File: src/rtl/vram_arbiter.sv
// Single-port VRAM arbiter: display reads, full-screen clear, paint writes.
// Optional starvation guard enabled by VRAM_ARBITER_STARVE_GUARD_EN.
module vram_arbiter #(
    parameter int VRAM_L = 76800,
    parameter int STARVE_LIMIT = 4,
    localparam int A = $clog2(VRAM_L)
) (
    input  logic         clk,
    input  logic         rst,
    input  logic         disp_valid,
    input  logic [A-1:0] disp_addr,
    output logic         disp_ready,
    output logic [15:0]  disp_rdata,
    output logic         disp_rdata_valid,
    input  logic         wr_valid,
    input  logic [A-1:0] wr_addr,
    input  logic [15:0]  wr_data,
    output logic         wr_ready,
    input  logic         clear_start,
    input  logic [15:0]  clear_color,
    output logic         clear_busy,
    output logic         clear_done,
    output logic [A-1:0] mem_addr,
    output logic         mem_wr_ena,
    output logic [15:0]  mem_wr_data,
    input  logic [15:0]  mem_rd_data
);

    localparam logic [A-1:0] LAST = A'(VRAM_L - 1);

    typedef enum logic [1:0] {
        S_IDLE,
        S_CLEAR_RUN,
        S_CLEAR_DONE
    } state_t;

    state_t       state;
    logic [A-1:0] clr_addr;
    logic [15:0]  clr_color;
    logic         disp_win;
    logic         clear_win;
    logic         paint_win;
    logic         wr_in_range;
    logic         starve_force;

`ifdef VRAM_ARBITER_STARVE_GUARD_EN
    localparam int CW = $clog2(STARVE_LIMIT + 1);
    logic [CW-1:0] starve_cnt;
    logic          writer_pend;

    assign writer_pend  = (state == S_CLEAR_RUN) | (wr_valid & ~clear_busy);
    assign starve_force = (starve_cnt == CW'(STARVE_LIMIT));

    // Any cycle that is not a display grant against a waiting writer breaks the run
    always_ff @(posedge clk or posedge rst) begin
        if (rst)
            starve_cnt <= '0;
        else if (disp_win && writer_pend)
            starve_cnt <= starve_cnt + 1'b1;
        else
            starve_cnt <= '0;
    end
`else
    assign starve_force = 1'b0;
`endif

    assign disp_win    = ~rst & disp_valid & ~starve_force;
    assign clear_win   = ~rst & ~disp_win & (state == S_CLEAR_RUN);
    assign paint_win   = ~rst & ~disp_win & ~clear_busy & wr_valid;
    assign wr_in_range = (wr_addr <= LAST);

    assign disp_ready = disp_win;
    assign wr_ready   = paint_win;
    assign mem_wr_ena = clear_win | (paint_win & wr_in_range);
    assign disp_rdata = mem_rd_data;

    always_comb begin
        mem_addr    = wr_addr;
        mem_wr_data = wr_data;
        if (disp_win) begin
            mem_addr = disp_addr;
        end else if (clear_win) begin
            mem_addr    = clr_addr;
            mem_wr_data = clr_color;
        end
    end

    always_ff @(posedge clk or posedge rst) begin
        if (rst) begin
            state            <= S_IDLE;
            clr_addr         <= '0;
            clr_color        <= '0;
            clear_busy       <= 1'b0;
            clear_done       <= 1'b0;
            disp_rdata_valid <= 1'b0;
        end else begin
            disp_rdata_valid <= disp_win;
            clear_done       <= 1'b0;
            unique case (state)
                S_IDLE: begin
                    if (clear_start) begin
                        clr_color  <= clear_color;
                        clr_addr   <= '0;
                        clear_busy <= 1'b1;
                        state      <= S_CLEAR_RUN;
                    end
                end
                S_CLEAR_RUN: begin
                    if (clear_win) begin
                        if (clr_addr == LAST) begin
                            clear_done <= 1'b1;
                            state      <= S_CLEAR_DONE;
                        end else begin
                            clr_addr <= clr_addr + 1'b1;
                        end
                    end
                end
                S_CLEAR_DONE: begin
                    clear_busy <= 1'b0;
                    state      <= S_IDLE;
                end
                default: state <= S_IDLE;
            endcase
        end
    end

endmodule

File: config.mk
export PLATFORM = sky130hd
export DESIGN_NAME = vram_arbiter
export DESIGN_NICKNAME = d
export VERILOG_FILES = /design/src/rtl/vram_arbiter.sv
export SDC_FILE = /design/constraint.sdc
export NUM_CORES = 1
export LEC_CHECK = 0
export CAP_MARGIN = 20
export CELL_PAD_IN_SITES_DETAIL_PLACEMENT = 0
export CELL_PAD_IN_SITES_GLOBAL_PLACEMENT = 1
export CORE_UTILIZATION = 30
export DETAILED_ROUTE_END_ITERATION = 12
export HOLD_SLACK_MARGIN = 0.1
export MAX_ROUTING_LAYER = met4
export PLACE_DENSITY = 0.89
export SLEW_MARGIN = 20
export SYNTH_ARGS = -nofsm -noshare
export SYNTH_HDL_FRONTEND = slang
export SYNTH_SLANG_ARGS = --single-unit
export TNS_END_PERCENT = 50
File: constraint.sdc
create_clock -name clk -period 4.3 [get_ports clk]
set_input_delay 0.86 -clock clk [delete_from_list [all_inputs] [get_ports clk]]
set_output_delay 0.86 -clock clk [all_outputs]
set_load 0.05 [all_outputs]
==> key figures, run 1 <==
Setup path
  – Worst path required time: 3.44 ns
  – Worst path slowest cell: clkdlybuf4s50_1
  – Crit path cell chain: clkdlybuf4s50_1 -> nor4b_2 -> a21o_1 -> clkdlybuf4s50_1
  – Reg-to-reg startpoint: clr_addr[14]
  – Critical Path Stages: 4
  – Startpoint types: input port
  – Worst reg2reg endpoint: clr_addr[0]
  – Most used cell, CP: clkdlybuf4s50_1
  – WP buf/inv: 2
  – CP startpoint: rst
  – CP Max Fanout: 7
  – Crit path DAT: 2.89 ns
  – Critical Path Max Stage Delay: 0.80 ns
  – Worst r2r path cells: 4
  – Setup crit end: mem_wr_ena
  – CP Capture Type: output pin
  – Top delay family on crit path: buffers and inverters
  – Crit Path Category: input port to output pin
  – R2r setup slk: between 2 and 2.5 ns

Synth
  – Synth area leaders: dfrtp_1 36%, nand2_1 10%, mux2_2 7.3%
  – Cell variety after synth: 48
  – Top cell type's share of synthesized area: between 30 and 40%
  – Syn_nets: roughly 400
  – Fraction of registers with async set or reset after synthesis: 100%
  – Yosys top cell by area: dfrtp_1
  – Syn avg cell area: between 8 and 9 um2
  – Most common flop cell mapped by yosys: dfrtp_1
  – Synth Cell Area: approximately 2600 um2
  – Post-Syn Instances: between 300 and 400
  – YS warnings: 0
  – Seq/Total Area, Yosys: about 36%
  – EDFF count, synth: 0
  – Synthesis-stage register bit count: 38

Timing
  – Post-layout min period: approximately 3.8 ns
  – Final setup viols: 0
  – Setup WS post-layout: roughly 0.55 ns
  – Clock Skews: around 0.007 ns
  – Worst slew margin: a little under three fifths
  – Tcrit/Tclk final: 87.3%
  – RSZ-0062 raised after global routing: no
  – Fin. Hold Viols: 0
  – Setup TNS: 0 ns
  – Max-slew violation count: 0
  – Peak Freq: 266 MHz
  – Worst-Margin Slew: ~0.66 ns

Die
  – Starting Density: around a third
  – # rows: 33
  – Die height: around 95 um
  – Die footprint: 9110 um2
  – Num ports: between 100 and 150
  – Die Wd: ~95 um
  – Core ar.: 8340 um2

Cells and area
  – Most frequent cells in the layout: 76 x clkdlybuf4s50_1, 72 x nand2_1, 38 x dfrtp_1, 29 x buf_12, 27 x o21ai_0
  – Share of post-route cells with drive strength above 1: a little under a fifth
  – Nets: slightly below 500
  – Number of fillers in the final layout: 781
  – Inserted Diodes: 0
  – Final Core Density: between 40% and 50%
  – Commonest non-fill, non-tap cell in the layout: clkdlybuf4s50_1
  – Design area: 4110 um2
  – Area delta synth->final: 57.1%

Drt
  – Drc violations: 0
  – DRT Pass-1 Iters: 4
  – Drt total wl: approximately 7500 um
  – Vias per inst: between 5 and 6
  – Via count: 2567
  – Post-route antenna net violation count: 0
  – Routed WL per cell: 15.0 um
  – DRT iter0 DRCs: 173

Placement
  – Dpl ws: approximately 0.56 ns
  – HPWL after DPL: a little under 6000 um
  – Placer Congestion: ~0.85
  – Post-DP Area: slightly below 4000 um2
  – Port Buffers: between 100 and 150

Power
  – Lkg Pwr: roughly 1.8 nW
  – Pwr/cell area: between 300 and 400 nW/um2
  – Total power: 0.00135 W
  – Peak VDD IR: 0.184 mV

Global route
  – Grt ovf: 0
  – Tot GR Track Use: between 10% and 20%
  – Largest net degree at the start of global routing: 36
  – First-pass GRT wire length: 12000 um
  – Initial antenna violation count: 0
  – Number of global-route vias before repair: between 2000 and 3000

Clock network
  – Clk sinks: 38
  – Clock tree buffer depth: 2
  – H-tree depth: 2
  – Clk_lat worst skew: around 0.30 ns
  – TritonCTS clock tree: built
  – Post-CTS resize count: 0
  – CTS clk-pin slew, worst paths: around 0.080 ns
  – Setup Buffers After CTS: 0
  – CTS root buf: clkbuf_8
  – Num CTS Buffers: 5
  – Cts hold-fix bufs: 0

Run status
  – Status: finished clean

Run
  – Max cap viols: 0

Hold path
  – Min-delay worst type: register to register
per-stage QoR:
| step | std cells | hold WS [ns] |
|---|---|---|
| after detailed placement | 493 | 0.495 |
| after global routing | 501 | 0.528 |
| after floorplan | 307 | 0.481 |
| final | 501 | 0.510 |
| after global placement | 493 | 0.490 |
| after CTS | 501 | 0.514 |
report_power, final:
group,internal (W),switching [W],total [W],leakage (nW)
combinational,0.000250,0.000258,0.000508,1.23
sequential,0.000410,0.0000542,0.000464,0.469
clock,0.000248,0.000132,0.000379,0.0714
total,0.000907,0.000444,0.00135,1.77
final cells by class:
cell class                 count  area (um2)  share of cell area, %
sequential                    38         951                   23.1
clock buffer                   6        82.6                   2.01
tap                          105         131                   3.19
clock inverter                 2        60.1                   1.46
timing repair buffer         117        1430                   34.8
inverter                       7        26.3                  0.639
multi-input combinational    226        1430                   34.8
synthesized netlist by cell type, types with 5 or more instances:
cell type,n
o21ai_0,27
dfrtp_1,38
nand2_1,72
buf_4,17
clkbuf_1,13
inv_1,7
nand3_1,5
nor3_1,5
and3_1,7
mux2_2,17
nand4_1,7
mux2i_1,17
a21oi_1,5
nor2_1,8
per-layer routing:
| metal | track usage [%] | wire length [um] | vias to the layer above |
|---|---|---|---|
| li1 | - | - | 1251 |
| met5 | - | 0 | - |
| met1 | 21.0 | 3020 | 1189 |
| met2 | 28.0 | 3710 | 115 |
| met3 | 4.31 | 690 | 12 |
| met4 | 5.47 | 104 | 0 |
worst min path at each step:
stage,start,cells past startpoint,end
2_1_floorplan,clr_color[0],1,clr_color[0]
3_3_place_gp,clr_color[13],1,clr_color[13]
3_5_place_dp,clr_color[11],1,clr_color[11]
4_1_cts,clr_color[11],1,clr_color[11]
5_1_grt,clr_color[2],1,clr_color[2]
6_report,clr_color[12],1,clr_color[12]
sequential cells by signal, summed over array words and instances (netlist names):
signal	flops
disp_rdata_valid	1
state	2
clear_done	1
clear_busy	1
clr_color	16
clr_addr	17
kinds of logic (layout without fill, tap and decap cells):
| group | after synthesis | count (layout) | synth area share [%] |
|---|---|---|---|
| buffers and inverters | 43 | 132 | 9.36 |
| adders and majority gates | 1 | 1 | 0.478 |
| DFF | 38 | 38 | 36.3 |
| and+or+nand+nor | 129 | 129 | 24.1 |
| AOI/OAI and AO/OA | 62 | 62 | 16.0 |
| muxes | 34 | 34 | 13.8 |
Note: power is estimated with default switching activity, not from simulation.
==> inputs of run 2 (changes only) <==
--- a/config.mk
+++ b/config.mk
@@ -13,6 +13,7 @@
 export HOLD_SLACK_MARGIN = 0.1
 export MAX_ROUTING_LAYER = met4
 export PLACE_DENSITY = 0.89
+export SETUP_SLACK_MARGIN = 0.5
 export SLEW_MARGIN = 20
 export SYNTH_ARGS = -nofsm -noshare
 export SYNTH_HDL_FRONTEND = slang
==> key figures, run 2 (same netlist as run 1, synthesis figures left out) <==
Cells and area
  – Most frequent cells in the layout: 76 x clkdlybuf4s50_1, 72 x nand2_1, 38 x dfrtp_1, 30 x buf_12, 26 x o21ai_0
  – Biggest regs: clr_addr: 17 flops, clr_color: 16 flops, state: 2 flops
  – Number of fillers in the final layout: ~790
  – Sequential Area: 951 um2
  – Nets: just under 500
  – Multi-input logic area: approximately 1400 um2
  – Non-Filler Instances: approximately 500
  – Top reg by flops: clr_addr
  – Share of post-route cells with drive strength above 1: approximately 19%
  – Number of flip-flops in the largest register: 17
  – Commonest non-fill, non-tap cell in the layout: clkdlybuf4s50_1
  – Area delta synth->final: 55.6%
  – Inserted Diodes: 0

Hold path
  – Hold path start: clr_color[13]
  – Min-delay worst type: register to register

Placement
  – Dpl cells: ~490
  – Port Buffers: 109
  – Placer Congestion: around 0.85
  – HPWL after DPL: approximately 5700 um

Setup path
  – CP Max Fanout: 7
  – Worst path required time: 3.44 ns
  – Reg-to-reg startpoint: clr_addr[14]
  – R2r setup slk: 2.17 ns
  – CP startpoint: rst
  – Crit Path Category: input port to output pin
  – Startpoint types: input port
  – CP Capture Type: output pin
  – Crit path DAT: 2.78 ns

Drt
  – Drc violations: 0
  – Drt total wl: around 7400 um
  – DRT Pass-1 Iters: 4
  – Vias per inst: 5.10
  – Post-route antenna net violation count: 0
  – Via count: 2544
  – Routed WL per cell: about 15 um
  – DRT iter0 DRCs: just under 200

Clock network
  – Num CTS Buffers: 5
  – Clock tree buffer depth: 2
  – CTS clk-pin slew, worst paths: approximately 0.070 ns
  – H-tree depth: 2
  – Clk_lat worst skew: approximately 0.29 ns
  – CTS root buf: clkbuf_8
  – TritonCTS clock tree: built
  – Clk sinks: 38

Die
  – # rows: 33
  – Die height: between 90 and 100 um
  – Die Wd: around 95 um
  – Core ar.: roughly 8300 um2
  – Starting Density: 31.4%
  – Num ports: between 100 and 150
  – Die footprint: 9110 um2

Global route
  – Tot GR Track Use: between 10% and 20%
  – First-pass GRT wire length: approximately 12000 um
  – Grt ovf: 0
  – Initial antenna violation count: 0
  – Number of global-route vias before repair: around 2500
  – Largest net degree at the start of global routing: 39

Timing
  – RSZ-0062 raised after global routing: no
  – Worst slew margin: about two thirds
  – Peak Freq: roughly 270 MHz
  – Worst-Margin Slew: between 0.5 and 0.6 ns
  – Setup TNS: 0 ns
  – Tcrit/Tclk final: 84.7%
  – Fin. Hold Viols: 0
  – Final setup viols: 0
  – Clock Skews: roughly 0.008 ns
  – Max-slew violation count: 0
  – Post-layout min period: approximately 3.6 ns

Power
  – Gate power share: between 40 and 50%
  – Lkg Pwr: 1.75 nW
  – Cell Int Power: 0.000790 W
  – Peak VDD IR: between 0.15 and 0.2 mV
  – Pwr/cell area: around 300 nW/um2
  – Sw Ratio: between 30% and 40%
  – Clock share of power: about a fifth
  – NetSw: between 0.0004 and 0.0005 W
  – Flop pwr share: a little under two fifths

Run
  – Max cap viols: 0

Run status
  – Status: finished clean
==> run 2: cell types whose count changed in the layout (fill, tap and decap cells not counted), sizes merged <==
cell    delta
clkinv     +1
bufinv     -2
buf        -2
clkbuf     +1
==> run 2: power by group through the flow <==
stage / combinational (W) / sequential [W] / clock (W)
2_1_floorplan: 0.000307 / 0.000456 / 0
4_1_cts: 0.000513 / 0.000466 / 0.000261
5_1_grt: 0.000544 / 0.000475 / 0.000274
3_3_place_gp: 0.000503 / 0.000467 / 0
6_report: 0.000509 / 0.000467 / 0.000251
3_5_place_dp: 0.000510 / 0.000472 / 0
==> run 2: metrics by stage <==
step                utilization (%)  total power [W]  hold WS, ns  instance area, um2  setup slack (ns)
finish                         48.9          0.00123        0.511                4080             0.657
global route                   48.9          0.00129        0.533                4080             0.576
CTS                            48.9          0.00124        0.514                4080             0.624
detailed placement             47.7         0.000982        0.497                3980             0.498
global placement               47.7         0.000970        0.491                3980             0.545
floorplan                         -         0.000763        0.481                2630             0.593
==> run 2: final timing paths <==
check,endpoint,cells past startpoint
max in group asynchronous,clr_addr[0],3
hold reg to reg,clr_color[13],1
setup reg to reg,clr_addr[1],4
hold / removal,clr_color[13],1
min in group asynchronous,clr_color[7],3
setup / recovery,mem_wr_ena,4
==> run 2: critical path: stages <==
cell and delay [ns]:
clkdlybuf4s50_1 0.56, nor4b_2 0.38, a21o_1 0.16, clkdlybuf4s50_1 0.81
==> run 2: area by class of cell <==
class	instances	area share [%]
inverter	7	0.645
sequential	38	23.3
timing repair buffer	115	35.1
clock buffer	7	2.12
multi-input combinational	226	35.5
tap	105	3.22
clock inverter	1	0.123
==> run 2: layer usage <==
layer	track usage [%]	vias to the layer above	share of wire [%]
met3	3.67	9	7.2
li1	-	1240	-
met2	28.6	91	49
met1	21.8	1204	42
met5	-	-	0
met4	4.60	0	1.0
==> run 2: what timing repair did <==
action | in CTS | in global routing
endpoints found under the setup margin | 1 | 1
gates resized for setup | 1 | 1
hold buffers | 0 | 0
buffers inserted | 0 | 0
cloned | 0 | 0
==> inputs of run 3 (changes only) <==
--- a/config.mk
+++ b/config.mk
@@ -8,11 +8,11 @@
 export CAP_MARGIN = 20
 export CELL_PAD_IN_SITES_DETAIL_PLACEMENT = 0
 export CELL_PAD_IN_SITES_GLOBAL_PLACEMENT = 1
-export CORE_UTILIZATION = 30
+export CORE_UTILIZATION = 28
 export DETAILED_ROUTE_END_ITERATION = 12
 export HOLD_SLACK_MARGIN = 0.1
 export MAX_ROUTING_LAYER = met4
-export PLACE_DENSITY = 0.89
+export PLACE_DENSITY = 0.84
 export SETUP_SLACK_MARGIN = 0.5
 export SLEW_MARGIN = 20
 export SYNTH_ARGS = -nofsm -noshare
==> constraint.sdc (replaced) <==
create_clock -name clk -period 3.8 [get_ports clk]
set_input_delay 0.76 -clock clk [delete_from_list [all_inputs] [get_ports clk]]
set_output_delay 0.76 -clock clk [all_outputs]
set_load 0.05 [all_outputs]
==> key figures, run 3 (same netlist as run 1, synthesis figures left out) <==
Cells and area
  – Design area: roughly 4200 um2
  – Final Core Density: a little under half
  – Share of post-route cells with drive strength above 1: approximately a fifth
  – Number of fillers in the final layout: ~840
  – Area delta synth->final: 59.4%
  – Inserted Diodes: 0
  – Commonest non-fill, non-tap cell in the layout: nand2_1
  – Multi-input logic area: approximately 1500 um2
  – Biggest regs: clr_addr: 17 flops, clr_color: 16 flops, state: 2 flops
  – Nets: 482
  – Top reg by flops: clr_addr
  – Most frequent cells in the layout: 72 x nand2_1, 71 x clkdlybuf4s50_1, 38 x dfrtp_1, 35 x buf_12
  – Number of flip-flops in the largest register: 17
  – Sequential Area: about 950 um2

Die
  – # rows: 34
  – Die height: a little under 100 um
  – Die footprint: about 10000 um2
  – Num ports: between 100 and 150
  – Die Wd: ~99 um
  – Core ar.: between 8000 and 9000 um2
  – Starting Density: between 20% and 30%

Clock network
  – H-tree depth: 2
  – Clock tree buffer depth: 2
  – Clk sinks: 38
  – Clk_lat worst skew: approximately 0.29 ns
  – TritonCTS clock tree: built
  – CTS root buf: clkbuf_8
  – CTS clk-pin slew, worst paths: around 0.07 ns
  – Num CTS Buffers: 5

Global route
  – Grt ovf: 0
  – Initial antenna violation count: 0
  – Number of global-route vias before repair: roughly 2500
  – First-pass GRT wire length: 12700 um
  – Largest net degree at the start of global routing: 37
  – Tot GR Track Use: about 17%

Timing
  – Final setup viols: 0
  – Max-slew violation count: 0
  – Setup TNS: 0 ns
  – Worst slew margin: 42.4%
  – Fin. Hold Viols: 0
  – Tcrit/Tclk final: about 80%
  – RSZ-0062 raised after global routing: no
  – Worst-Margin Slew: 0.864 ns
  – Clock Skews: ~0.0048 ns
  – Peak Freq: 338 MHz
  – Post-layout min period: between 2 and 3 ns

Setup path
  – Crit Path Category: input port to output pin
  – CP startpoint: rst
  – Critical Path Max Stage Delay: 0.41 ns
  – Startpoint types: input port
  – CP Capture Type: output pin
  – Worst path required time: 3.04 ns
  – Reg-to-reg startpoint: clr_addr[14]
  – Crit path cell chain: dlymetal6s2s_1 -> nor4b_4 -> buf_12 -> mux2i_1 -> o21ai_0 -> buf_12
  – Worst path slowest cell: nor4b_4
  – Crit path DAT: approximately 2.2 ns
  – R2r setup slk: about 1.6 ns
  – Most used cell, CP: buf_12
  – CP Max Fanout: 20

Placement
  – Port Buffers: ~110
  – HPWL after DPL: between 5000 and 6000 um
  – Post-DP Area: around 4000 um2
  – Placer Congestion: a little under 0.9

Hold path
  – Hold path start: clr_color[2]
  – Min-delay worst type: register to register

Run status
  – Status: finished clean

Power
  – Pwr/cell area: ~350 nW/um2
  – Total power: between 0.001 and 0.0015 W
  – Lkg Pwr: 1.82 nW
  – Peak VDD IR: a little over 0.2 mV

Drt
  – Via count: ~2500
  – Routed WL per cell: around 15 um
  – Vias per inst: about 5
  – Drt total wl: roughly 7600 um
  – DRT Pass-1 Iters: 4
  – DRT iter0 DRCs: roughly 250
  – Drc violations: 0
  – Post-route antenna net violation count: 0

Run
  – Max cap viols: 0
-- run 3: critical path: cells and delay by family --
family	cells	cell delay, ns
AND/OR/NAND/NOR	1	0.41
multiplexers	1	0.09
AO/OA/AOI/OAI	1	0.29
buffers and inverters	3	0.63
-- run 3: power breakdown --
| part | leakage [nW] | total [W] | internal, W | switching (W) |
|---|---|---|---|---|
| registers | 0.469 | 0.000525 | 0.000464 | 0.0000608 |
| clock network | 0.0573 | 0.000348 | 0.000210 | 0.000138 |
| logic | 1.29 | 0.000592 | 0.000297 | 0.000295 |
-- run 3: cell type report --
cell class              count  share of cell area, %
well taps                 108                   3.24
repair buffers            116                   35.9
inverters                   7                  0.629
clock buffers               6                   1.98
multi-input cells         226                   34.8
clock inverters             1                  0.719
flip-flops and latches     38                   22.8
-- run 3: metal layers --
layer  wire [um]  global-route usage [%]
met2        3670                    27.2
met3         421                    2.91
met4          52                    2.87
met1        3460                    22.0
met5           0                       -
-- run 3: worst paths after layout --
path | end | cells past startpoint
max | mem_addr[9] | 6
min | clr_color[2] | 1
max reg2reg | clr_addr[0] | 4
min reg2reg | clr_color[2] | 1
max in group asynchronous | clr_color[3] | 3
min in group asynchronous | clr_addr[12] | 2
-- run 3: what timing repair did --
item | 4_1_cts | 5_1_grt
endpoints found under the hold margin | 0 | 0
resized for setup | 11 | 7
endpoints found under the setup margin | 17 | 33
hold buffers | 0 | 0
pin swaps | 0 | 1
buffers inserted | 0 | 1
-- run 3: stage by stage --
stage                     hold WS (ns)  worst slack [ns]  std cells
after floorplan                  0.481             0.295        307
after global placement           0.490             0.432        494
after detailed placement         0.495             0.312        494
after CTS                        0.512             0.464        501
after global routing             0.535             0.758        502
final                            0.506             0.846        502
